==> config.mk <==
export PLATFORM = sky130hd
export DESIGN_NAME = cache_flat
export DESIGN_NICKNAME = d
export VERILOG_FILES = /design/src/rtl/cache_pkg.sv /design/src/rtl/cache_if.sv /design/src/rtl/cache_ctrl_fsm.sv /design/src/rtl/cache.sv /design/src/flat_wrapper.sv
export SDC_FILE = /design/constraint.sdc
export NUM_CORES = 1
export LEC_CHECK = 0
export BUFFER_PORTS_ARGS = -buffer_cell sky130_fd_sc_hd__buf_2
export CORE_MARGIN = 8
export CORE_UTILIZATION = 39
export CTS_BUF_LIST = sky130_fd_sc_hd__clkbuf_4 sky130_fd_sc_hd__clkbuf_8
export DETAILED_ROUTE_END_ITERATION = 12
export PLACE_DENSITY_LB_ADDON = 0.05
export RECOVER_POWER = 100
export SLEW_MARGIN = 20
export SYNTH_ARGS = -nofsm -noshare
export SYNTH_HDL_FRONTEND = slang
export SYNTH_SLANG_ARGS = --single-unit
==> constraint.sdc <==
create_clock -name CLK -period 5.7 [get_ports CLK]
set_input_delay 1.425 -clock CLK [delete_from_list [all_inputs] [get_ports CLK]]
set_output_delay 1.425 -clock CLK [all_outputs]
set_load 0.005 [all_outputs]
==> src/rtl/cache_pkg.sv <==
// Shared constants and FSM state type for the direct-mapped write-back data cache.
package cache_pkg;
    localparam int ADDR_W     = 12;
    localparam int DATA_W     = 32;
    localparam int NUM_LINES  = 8;
    localparam int LINE_WORDS = 4;
    localparam int TAG_W      = 7;
    localparam int IDX_W      = 3;
    localparam int OFF_W      = 2;

    typedef enum logic [1:0] {
        IDLE = 2'd0,
        WB   = 2'd1,
        FILL = 2'd2
    } state_t;
endpackage

==> src/rtl/cache_if.sv <==
// Core-side data port of the cache: the core drives the request, the cache answers.
interface cache_if;
    import cache_pkg::*;

    logic              CACHE_CSN;
    logic              CACHE_WEN;
    logic [ADDR_W-1:0] CACHE_ADDR;
    logic [DATA_W-1:0] CACHE_DI;
    logic [DATA_W-1:0] CACHE_DOUT;
    logic              CACHE_MISS;

    modport master (
        output CACHE_CSN, CACHE_WEN, CACHE_ADDR, CACHE_DI,
        input  CACHE_DOUT, CACHE_MISS
    );

    modport slave (
        input  CACHE_CSN, CACHE_WEN, CACHE_ADDR, CACHE_DI,
        output CACHE_DOUT, CACHE_MISS
    );
endinterface

==> src/rtl/cache_ctrl_fsm.sv <==
// Miss-handling controller: write-back and line-fill sequencing plus SRAM-side signalling.
module cache_ctrl_fsm
    import cache_pkg::*;
(
    input  logic              CLK,
    input  logic              RSTn,
    input  logic              req_miss,
    input  logic              victim_dirty,
    input  logic [TAG_W-1:0]  req_tag,
    input  logic [TAG_W-1:0]  victim_tag,
    input  logic [IDX_W-1:0]  idx,
    input  logic [DATA_W-1:0] wb_word,
    output logic              idle,
    output logic              replay,
    output logic [OFF_W-1:0]  beat_off,
    output logic              fill_we,
    output logic [OFF_W-1:0]  fill_off,
    output logic              fill_done,
    output logic              D_MEM_CSN,
    output logic              D_MEM_WEN,
    output logic [ADDR_W-1:0] D_MEM_ADDR,
    output logic [DATA_W-1:0] D_MEM_DOUT
);
    state_t     state, state_nx;
    logic [2:0] beat, beat_nx;
    logic       replay_nx;

    always_ff @(posedge CLK) begin
        if (!RSTn) begin
            state  <= IDLE;
            beat   <= '0;
            replay <= 1'b0;
        end else begin
            state  <= state_nx;
            beat   <= beat_nx;
            replay <= replay_nx;
        end
    end

    assign idle       = (state == IDLE);
    assign beat_off   = beat[1:0];
    // SRAM data lags its address by one cycle, so beat k captures word k-1
    assign fill_off   = beat[1:0] - 2'd1;
    assign D_MEM_DOUT = wb_word;

    always_comb begin
        state_nx   = state;
        beat_nx    = beat;
        replay_nx  = 1'b0;
        fill_we    = 1'b0;
        fill_done  = 1'b0;
        D_MEM_CSN  = 1'b1;
        D_MEM_WEN  = 1'b1;
        D_MEM_ADDR = '0;
        case (state)
            IDLE: begin
                if (req_miss) begin
                    state_nx = victim_dirty ? WB : FILL;
                    beat_nx  = '0;
                end
            end
            WB: begin
                D_MEM_CSN  = 1'b0;
                D_MEM_WEN  = 1'b0;
                D_MEM_ADDR = {victim_tag, idx, beat[1:0]};
                if (beat == 3'd3) begin
                    state_nx = FILL;
                    beat_nx  = '0;
                end else begin
                    beat_nx = beat + 3'd1;
                end
            end
            FILL: begin
                fill_we = (beat != 3'd0);
                if (beat == 3'd4) begin
                    fill_done = 1'b1;
                    replay_nx = 1'b1;
                    state_nx  = IDLE;
                    beat_nx   = '0;
                end else begin
                    D_MEM_CSN  = 1'b0;
                    D_MEM_ADDR = {req_tag, idx, beat[1:0]};
                    beat_nx    = beat + 3'd1;
                end
            end
            default: begin
                state_nx = IDLE;
                beat_nx  = '0;
            end
        endcase
        if (!RSTn) begin
            D_MEM_CSN = 1'b1;
            D_MEM_WEN = 1'b1;
        end
    end
endmodule

==> src/rtl/cache.sv <==
// Direct-mapped, write-back, write-allocate data cache between the core data port and the data SRAM.
module cache
    import cache_pkg::*;
(
    input  logic              CLK,
    input  logic              RSTn,
    cache_if.slave            bus,
    output logic              D_MEM_CSN,
    output logic              D_MEM_WEN,
    output logic [3:0]        D_MEM_BE,
    output logic [ADDR_W-1:0] D_MEM_ADDR,
    output logic [DATA_W-1:0] D_MEM_DOUT,
    input  logic [DATA_W-1:0] D_MEM_DI,
    output logic [31:0]       hitnum,
    output logic [31:0]       missnum
);
    logic [TAG_W-1:0]  req_tag;
    logic [IDX_W-1:0]  idx;
    logic [OFF_W-1:0]  off;

    logic [NUM_LINES-1:0] valid;
    logic [NUM_LINES-1:0] dirty;
    logic [TAG_W-1:0]     tag_arr  [NUM_LINES];
    logic [DATA_W-1:0]    data_arr [NUM_LINES][LINE_WORDS];

    logic              req, hit, idle, replay;
    logic              acc_hit, miss_req;
    logic [OFF_W-1:0]  beat_off, fill_off;
    logic              fill_we, fill_done;

    assign {req_tag, idx, off} = bus.CACHE_ADDR;
    assign req      = !bus.CACHE_CSN;
    assign hit      = valid[idx] && (tag_arr[idx] == req_tag);
    assign acc_hit  = idle && req && hit;
    assign miss_req = idle && req && !hit;
    assign D_MEM_BE = 4'b1111;

    assign bus.CACHE_DOUT = data_arr[idx][off];
    assign bus.CACHE_MISS = RSTn && ((req && !hit) || !idle);

    cache_ctrl_fsm u_ctrl (
        .CLK          (CLK),
        .RSTn         (RSTn),
        .req_miss     (req && !hit),
        .victim_dirty (valid[idx] && dirty[idx]),
        .req_tag      (req_tag),
        .victim_tag   (tag_arr[idx]),
        .idx          (idx),
        .wb_word      (data_arr[idx][beat_off]),
        .idle         (idle),
        .replay       (replay),
        .beat_off     (beat_off),
        .fill_we      (fill_we),
        .fill_off     (fill_off),
        .fill_done    (fill_done),
        .D_MEM_CSN    (D_MEM_CSN),
        .D_MEM_WEN    (D_MEM_WEN),
        .D_MEM_ADDR   (D_MEM_ADDR),
        .D_MEM_DOUT   (D_MEM_DOUT)
    );

    // The replayed access after a fill is the tail of a miss, not a new hit
    always_ff @(posedge CLK) begin
        if (!RSTn) begin
            valid   <= '0;
            dirty   <= '0;
            hitnum  <= '0;
            missnum <= '0;
        end else begin
            if (acc_hit && !replay)
                hitnum <= hitnum + 32'd1;
            if (miss_req)
                missnum <= missnum + 32'd1;
            if (acc_hit && !bus.CACHE_WEN)
                dirty[idx] <= 1'b1;
            if (fill_done) begin
                valid[idx] <= 1'b1;
                dirty[idx] <= 1'b0;
            end
        end
    end

    always_ff @(posedge CLK) begin
        if (acc_hit && !bus.CACHE_WEN)
            data_arr[idx][off] <= bus.CACHE_DI;
        if (fill_we)
            data_arr[idx][fill_off] <= D_MEM_DI;
        if (fill_done)
            tag_arr[idx] <= req_tag;
    end
endmodule

==> src/flat_wrapper.sv <==
// flat-port wrapper written by rule: the top's interface ports become plain ports
module cache_flat import cache_pkg::*;
  (CLK, RSTn, D_MEM_CSN, D_MEM_WEN, D_MEM_BE, D_MEM_ADDR, D_MEM_DOUT, D_MEM_DI, hitnum, missnum, bus_CACHE_CSN, bus_CACHE_WEN, bus_CACHE_ADDR, bus_CACHE_DI, bus_CACHE_DOUT, bus_CACHE_MISS);
  cache_if bus_i ();
  input  logic CLK;
  input  logic RSTn;
  output logic D_MEM_CSN;
  output logic D_MEM_WEN;
  output logic [3:0] D_MEM_BE;
  output logic [ADDR_W-1:0] D_MEM_ADDR;
  output logic [DATA_W-1:0] D_MEM_DOUT;
  input  logic [DATA_W-1:0] D_MEM_DI;
  output logic [31:0] hitnum;
  output logic [31:0] missnum;
  input wire logic [$bits(bus_i.CACHE_CSN)-1:0] bus_CACHE_CSN;
  input wire logic [$bits(bus_i.CACHE_WEN)-1:0] bus_CACHE_WEN;
  input wire logic [$bits(bus_i.CACHE_ADDR)-1:0] bus_CACHE_ADDR;
  input wire logic [$bits(bus_i.CACHE_DI)-1:0] bus_CACHE_DI;
  output wire logic [$bits(bus_i.CACHE_DOUT)-1:0] bus_CACHE_DOUT;
  output wire logic [$bits(bus_i.CACHE_MISS)-1:0] bus_CACHE_MISS;
  assign bus_i.CACHE_CSN = bus_CACHE_CSN;
  assign bus_i.CACHE_WEN = bus_CACHE_WEN;
  assign bus_i.CACHE_ADDR = bus_CACHE_ADDR;
  assign bus_i.CACHE_DI = bus_CACHE_DI;
  assign bus_CACHE_DOUT = bus_i.CACHE_DOUT;
  assign bus_CACHE_MISS = bus_i.CACHE_MISS;
  cache u_core (.CLK(CLK), .RSTn(RSTn), .bus(bus_i), .D_MEM_CSN(D_MEM_CSN), .D_MEM_WEN(D_MEM_WEN), .D_MEM_BE(D_MEM_BE), .D_MEM_ADDR(D_MEM_ADDR), .D_MEM_DOUT(D_MEM_DOUT), .D_MEM_DI(D_MEM_DI), .hitnum(hitnum), .missnum(missnum));
endmodule
Word-level counts from Yosys, hierarchy flattened
Memory sizes are Yosys's and may differ from the RTL's.
Cells that the tools add are included.
- ROM bits: 0
- output and inout port bits: 147
- bits in latches: 0
- memory bits (writable): 1080
- register bits: 86
- memories: 2
- memory list (name ; words ; bits a word ; rd ports ; clocked after memory_dff ; wr ports ; line ; source):
    u_core.data_arr ; 8 ; 128 ; 1 ; 0 ; 1 ; cache.sv:24 ; logic [DATA_W-1:0] data_arr [NUM_LINES][LINE_WORDS];
    u_core.tag_arr ; 8 ; 7 ; 1 ; 0 ; 1 ; cache.sv:23 ; logic [TAG_W-1:0] tag_arr [NUM_LINES];
- $add $sub $neg: 4
- multiplexer cells: 171
- shift operators: 0
- reductions and logical operators: 21
- bitwise operators: 135
- div/mod/pow operators: 0
- eq/ne operators: 8
- $mul: 0
- $lt $le $gt $ge: 7
- operator list (operator ; number):
    2-to-1 mux 128 bit ; 2
    2-to-1 mux 32 bit ; 6
    2-to-1 mux 1 bit ; 141
    binary-select mux 32 bit (select 2 bit) ; 2
    demux 32 bit (select 2 bit) ; 2
    bitwise OR 1 bit ; 128
    adder 32 x 1 -> 32 bit (second input constant) ; 2
    2-to-1 mux 8 bit ; 3
    one-hot mux 12 bit (2 select lines) ; 1
    bitwise OR 8 bit ; 2
    logical AND 1 bit ; 12
    2-to-1 mux 12 bit ; 1
    >= comparator 3 bit (second input constant) ; 3
    2-to-1 mux 3 bit ; 3
    inverter 2 -> 3 bit ; 3
    one-hot mux 3 bit (3 select lines) ; 1
    bitwise AND 8 bit ; 1
    2-to-1 mux 2 bit ; 4
    inverter 8 bit ; 1
    == test 7 bit ; 1
    binary-select mux 1 bit (select 3 bit) ; 2
    < comparator 3 x 1 -> 1 bit (second input constant) ; 2
    inequality test 2 bit (second input constant) ; 3
    one-hot mux 2 bit (3 select lines) ; 1
    15 further kinds ; 19

Depth between registers and ports, before layout
- depth after elaboration: 9
- mapped depth: 12
- gate-level depth less buffers: 8

Modules after synthesis
A second synthesis with hierarchy kept.
- cell total of the unflattened synthesis: 2871
- area total of the unflattened synthesis: 46534.6 µm²
- modules (own cells, without submodules) (module ; sequential area each (µm²) ; area each (µm²) ; cells each ; instances):
    cache ; 34032.6 ; 45703.8 ; 2763 ; 1
    cache_ctrl_fsm ; 120.1 ; 830.8 ; 108 ; 1

Worst setup path before layout
Ideal clock, no wire load.
- path type: in2reg
- start: input bus_CACHE_ADDR[2]
- end: memory u_core.data_arr[0][100] (netlist name) (enable)
- path slack: -0.146 ns
- required time: 5.279 ns
- buffers on the path: 4
- arrival time: 5.425 ns
- stages: 12
- cell sequence: buf_4 -> buf_6 -> mux4_2 -> nand2_1 -> nand2_1 -> xor2_1 -> or4_1 -> buf_2 -> nor3_1 -> clkbuf_1 -> a32oi_1 -> nor2_1
- word-level cells in the longest chain between the ends: 8
- elaborated cells between the ends (all ways): 10
- those cells by class: eq/ne: 1; mux: 4; bitwise: 1; reduce/logical: 3; memory: 1
- ends and longest elaborated chain (item ; line ; source):
    start: declaration ; flat_wrapper.sv:17 ; input wire logic [$bits(bus_i.CACHE_ADDR)-1:0] bus_CACHE_ADDR;
    memory (8 x 7 bit) / binary-select mux 1 bit (select 3 bit) (equally long branches) ; -- ;
    == test 7 bit / 2-to-1 mux 1 bit (equally long branches) ; cache.sv:33 ; assign hit = valid[idx] && (tag_arr[idx] == req_tag);
    logical AND 1 bit ; cache.sv:33 ;
    logical AND 1 bit ; cache.sv:34 ; assign acc_hit = idle && req && hit;
    logical AND 1 bit ; cache.sv:84 ; if (acc_hit && !bus.CACHE_WEN)
    2-to-1 mux 1 bit ; cache.sv:84 ;
    2-to-1 mux 128 bit (implied by the code) ; cache.sv:85 ; data_arr[idx][off] <= bus.CACHE_DI;
    bitwise OR 1 bit (no line) ; -- ;
    end: declaration ; cache.sv:24 ;
Several ways; a longest one is shown, not always the timed one. The select of a mux whose other input is x is not followed.

Final worst setup path
- start: input bus_CACHE_ADDR[2]
- end: output bus_CACHE_DOUT[20]
- word-level cells in the longest chain between the ends: 4
- ends and longest elaborated chain (item ; line ; source):
    memory (8 x 128 bit) ; -- ;
    binary-select mux 32 bit (select 2 bit) ; cache.sv:38 ; assign bus.CACHE_DOUT = data_arr[idx][off];
    2-to-1 mux 32 bit (implied by the code) (2 in a row) ; cache.sv:38 ;
    end: declaration ; flat_wrapper.sv:19 ; output wire logic [$bits(bus_i.CACHE_DOUT)-1:0] bus_CACHE_DOUT;
Every way passes these cells. The select of a mux whose other input is x is not followed.

==> results.toml <==
[clocking]
path_clk_slew_ps = 60
cts_buffers = 195
cts_setup_buffers = 0
cts-root-buf = "clkbuf_8"
clock_latency_ps = 910
htreeDepth = 4
cts_sinks = 1166
cts_tree = "built"
ctsHoldBuffers = 0
postCtsResizedCells = 0
clk_path_buf_depth = 3

[final_layout]
fillCellCount = 10190
final_cells = 4806
final_util = 0.4602
num-nets-final = 3198
synthToLayoutAreaGrowth_pct = 17.12
layout-drive-gt1-share = 0.2032

[pwr]
swShare = 0.2325
pwr-share-clk = 0.420
pwr_density_cell_nw_per_um2 = 334.5
combPwrFrac = 0.057
p_sw_w = 0.004153
p_int_w = 0.01371
p_leak_nw = 16.85
p_seq_frac = 0.523
ir_drop_mv = 0.2193

[synthesis]
synth.largest_area_cell = "edfxtp_1"
async_reset_ff_frac = 0
syn_inst = 2707
yosys.area_share.simple = 0.05093
synth_compound_area_frac = 0.1013
synthFlopType = "edfxtp_1"
synthXorXnorAreaFrac = 0.005379
synth_warnings = 0
yosys_register_bits = 1166
yosysSeqAreaShare = 0.7490
synth_top_family_by_area = "compound AO/OA/AOI/OAI gates"
yosysTopAreaCellShare = 0.7113
synth.area.mux_share = 0.07206
synth.distinct_cells = 54
synth_area_per_cell_um2 = 16.84
synth_edf_count = 1080
synth_area_leaders = "edfxtp_1 (71%), a22oi_1 (8.7%), dfxtp_1 (3.8%)"
yosys.area_share.adder = 0.003293
syn_area_um2 = 45590

[floorplan]
die_width_um = 357.9
fp-row-count = 125
initial_core_util = 0.3929
fp.coreArea_um2 = 116000
ios = 227
die_area_um2 = 128100
fp.dieH_um = 357.9

[critical_path]
slowest_delay_ps = 580
crit_path_max_fanout = 14
crit_slowest_cell = "mux4_2"
cp-start-kind = "input port"
crit_type = "input port to primary output"
crit_buf_inv = 5
crit_required_ps = 4280
path_delay_family = "buffers and inverters"
path_cells = "buf_2, buf_4, nor3_2, buf_4, clkbuf_2, a22oi_1, nand4_1, mux4_2, clkbuf_1"
arrival_ps = 3970
critPathCaptureType = "primary output"
cpMostUsedCell = "buf_4"

[job]
drv_cap = 4

[sta]
finalMaxSlewViolations = 141
rsz0062_at_grt = "false"
skew_ps = 53.66
timing.hold.ws_ps = 466.0
fin_crit_ps = 5396
worst_slew_pin_slew_ps = 2962
finalSetupViolCount = 0
min_period_over_period = 0.9466
clock.fmax_mhz = 185.3
max-slew-margin-rel = -0.9792
hold_violations = 0

[detailed_routing]
drt_wl_total_um = 159700
wl_per_cell_um = 33.23
first_iter_violations = 2680
routed_via_density = 5.933
drc = 0
vias = 28520
firstDrtPassIters = 5
ant_nets = 0

[global_route]
grt_use_total = 0.2457
grt_pass1_vias = 28620
grt_pass1_wl_um = 222600
antenna_found_initial = 17
top_usage_layer = "met2"
use_met1 = 0.3304
grt_use_met3 = 0.04808
use_met2 = 0.4056
overflow = 0
grt_max_degree = 68

[placed_design]
dp_hpwl_um = 95130
gp_congestion = 0.7818
placement.io_buffers = 222
place_inst = 4433

[status]
violations = "max-capacitance violations, max-slew violations"
status = "finished, violations left"

[min_path]
holdCritPathClass = "register to register"
==> state kept, by name (all words and copies together), names as in the netlist, named ones only <==
signal                count
u_core.valid              8
u_core.tag_arr           56
u_core.u_ctrl.replay      1
u_core.u_ctrl.state       2
u_core.dirty              1
u_core.hitnum            32
u_core.u_ctrl.beat        3
u_core.missnum           32
u_core.data_arr        1024
==> metrics by stage <==
step	TNS (ps)	total power, W	instance area, µm²	setup WS (ps)
floorplan	-66080	0.01005	45610	-146.1
global placement	0	0.01056	50230	414.5
global route	0	0.01842	53390	195.4
CTS	0	0.01805	54150	422.7
detailed placement	0	0.01058	50230	341.4
finish	0	0.01786	53400	304.5
==> synth_stat cells, types with 7 or more instances <==
master,instances
a21oi_1,44
o31ai_1,13
nor2b_1,7
edfxtp_1,1080
mux2i_1,20
mux4_2,72
or3_1,19
nand3_1,21
xnor2_1,21
clkbuf_1,152
a22oi_1,526
and3_1,18
nor4_1,14
nand2_1,59
xor2_1,7
inv_1,22
dfxtp_1,86
mux2_2,128
nor2_1,101
ha_1,12
o21ai_0,21
buf_1,15
or4_1,12
nor3_1,22
nand4_1,150
==> worst paths after layout <==
check / start / to / slack, ps / cells after the start
worst max register to register: u_core.u_ctrl.beat[1]$_SDFFE_PN0P_ / u_core.data_arr[2][114]$_DFFE_PP_ / 520 / 5
worst min-delay path: u_core.hitnum[31]$_SDFFE_PN0P_ / u_core.hitnum[31]$_SDFFE_PN0P_ / 470 / 2
worst max-delay path: bus_CACHE_ADDR[2] / bus_CACHE_DOUT[20] / 300 / 9
worst min register to register: u_core.hitnum[31]$_SDFFE_PN0P_ / u_core.hitnum[31]$_SDFFE_PN0P_ / 470 / 2
==> worst min-delay path, cell delays in order (launching register included) <==
cell and delay (ps):
dfxtp_1 310, nand2_1 50, mux2i_1 50
==> cells by family after synthesis <==
| group | after synthesis |
|---|---|
| mux | 221 |
| simple gates | 438 |
| xor+xnor | 28 |
| buf+inv | 207 |
| other cells | 1 |
| compound gates | 634 |
| fa+ha+maj | 12 |
| flops | 1166 |
==> layout by cell type (no fill, tap or decap), drive strengths merged, types with 22 or more instances in the layout <==
cell type | netlist | layout
mux4 | 72 | 72
edfxtp | 1080 | 1080
o21ai | 22 | 22
clkinv | 1 | 75
nand4 | 150 | 150
dfxtp | 86 | 86
nand2 | 59 | 59
inv | 26 | 36
nor3 | 22 | 22
a21oi | 44 | 44
a22oi | 526 | 526
buf | 28 | 212
mux2 | 128 | 128
clkbuf | 152 | 439
nor2 | 101 | 101
==> power by group through the flow <==
stage / combinational (W) / sequential, W / clock, W
global route: 0.00108 / 0.00934 / 0.00800
finish: 0.00102 / 0.00935 / 0.00750
floorplan: 0.000526 / 0.00952 / 0
CTS: 0.00106 / 0.00934 / 0.00764
detailed placement: 0.00105 / 0.00952 / 0
global placement: 0.00104 / 0.00952 / 0
==> per-layer routing <==
layer  part of all wire  vias up
met2               0.48     1323
met1               0.41    14880
met4              0.026        4
met3              0.079      242
met5            0.00016        -
li1                   -    12070
==> layout make-up <==
cell class,count,area [µm²],share of cell area
inverter,27,101.3,0.001898
tap,1524,1907,0.03571
clock inverter,91,644.4,0.01207
timing repair buffer,379,2502,0.04686
antenna,10,25.02,0.0004686
sequential,1166,34150,0.6396
clock buffer,272,3281,0.06143
multi-input combinational,1337,10790,0.2020
Note: power is estimated with default switching activity, not from simulation.
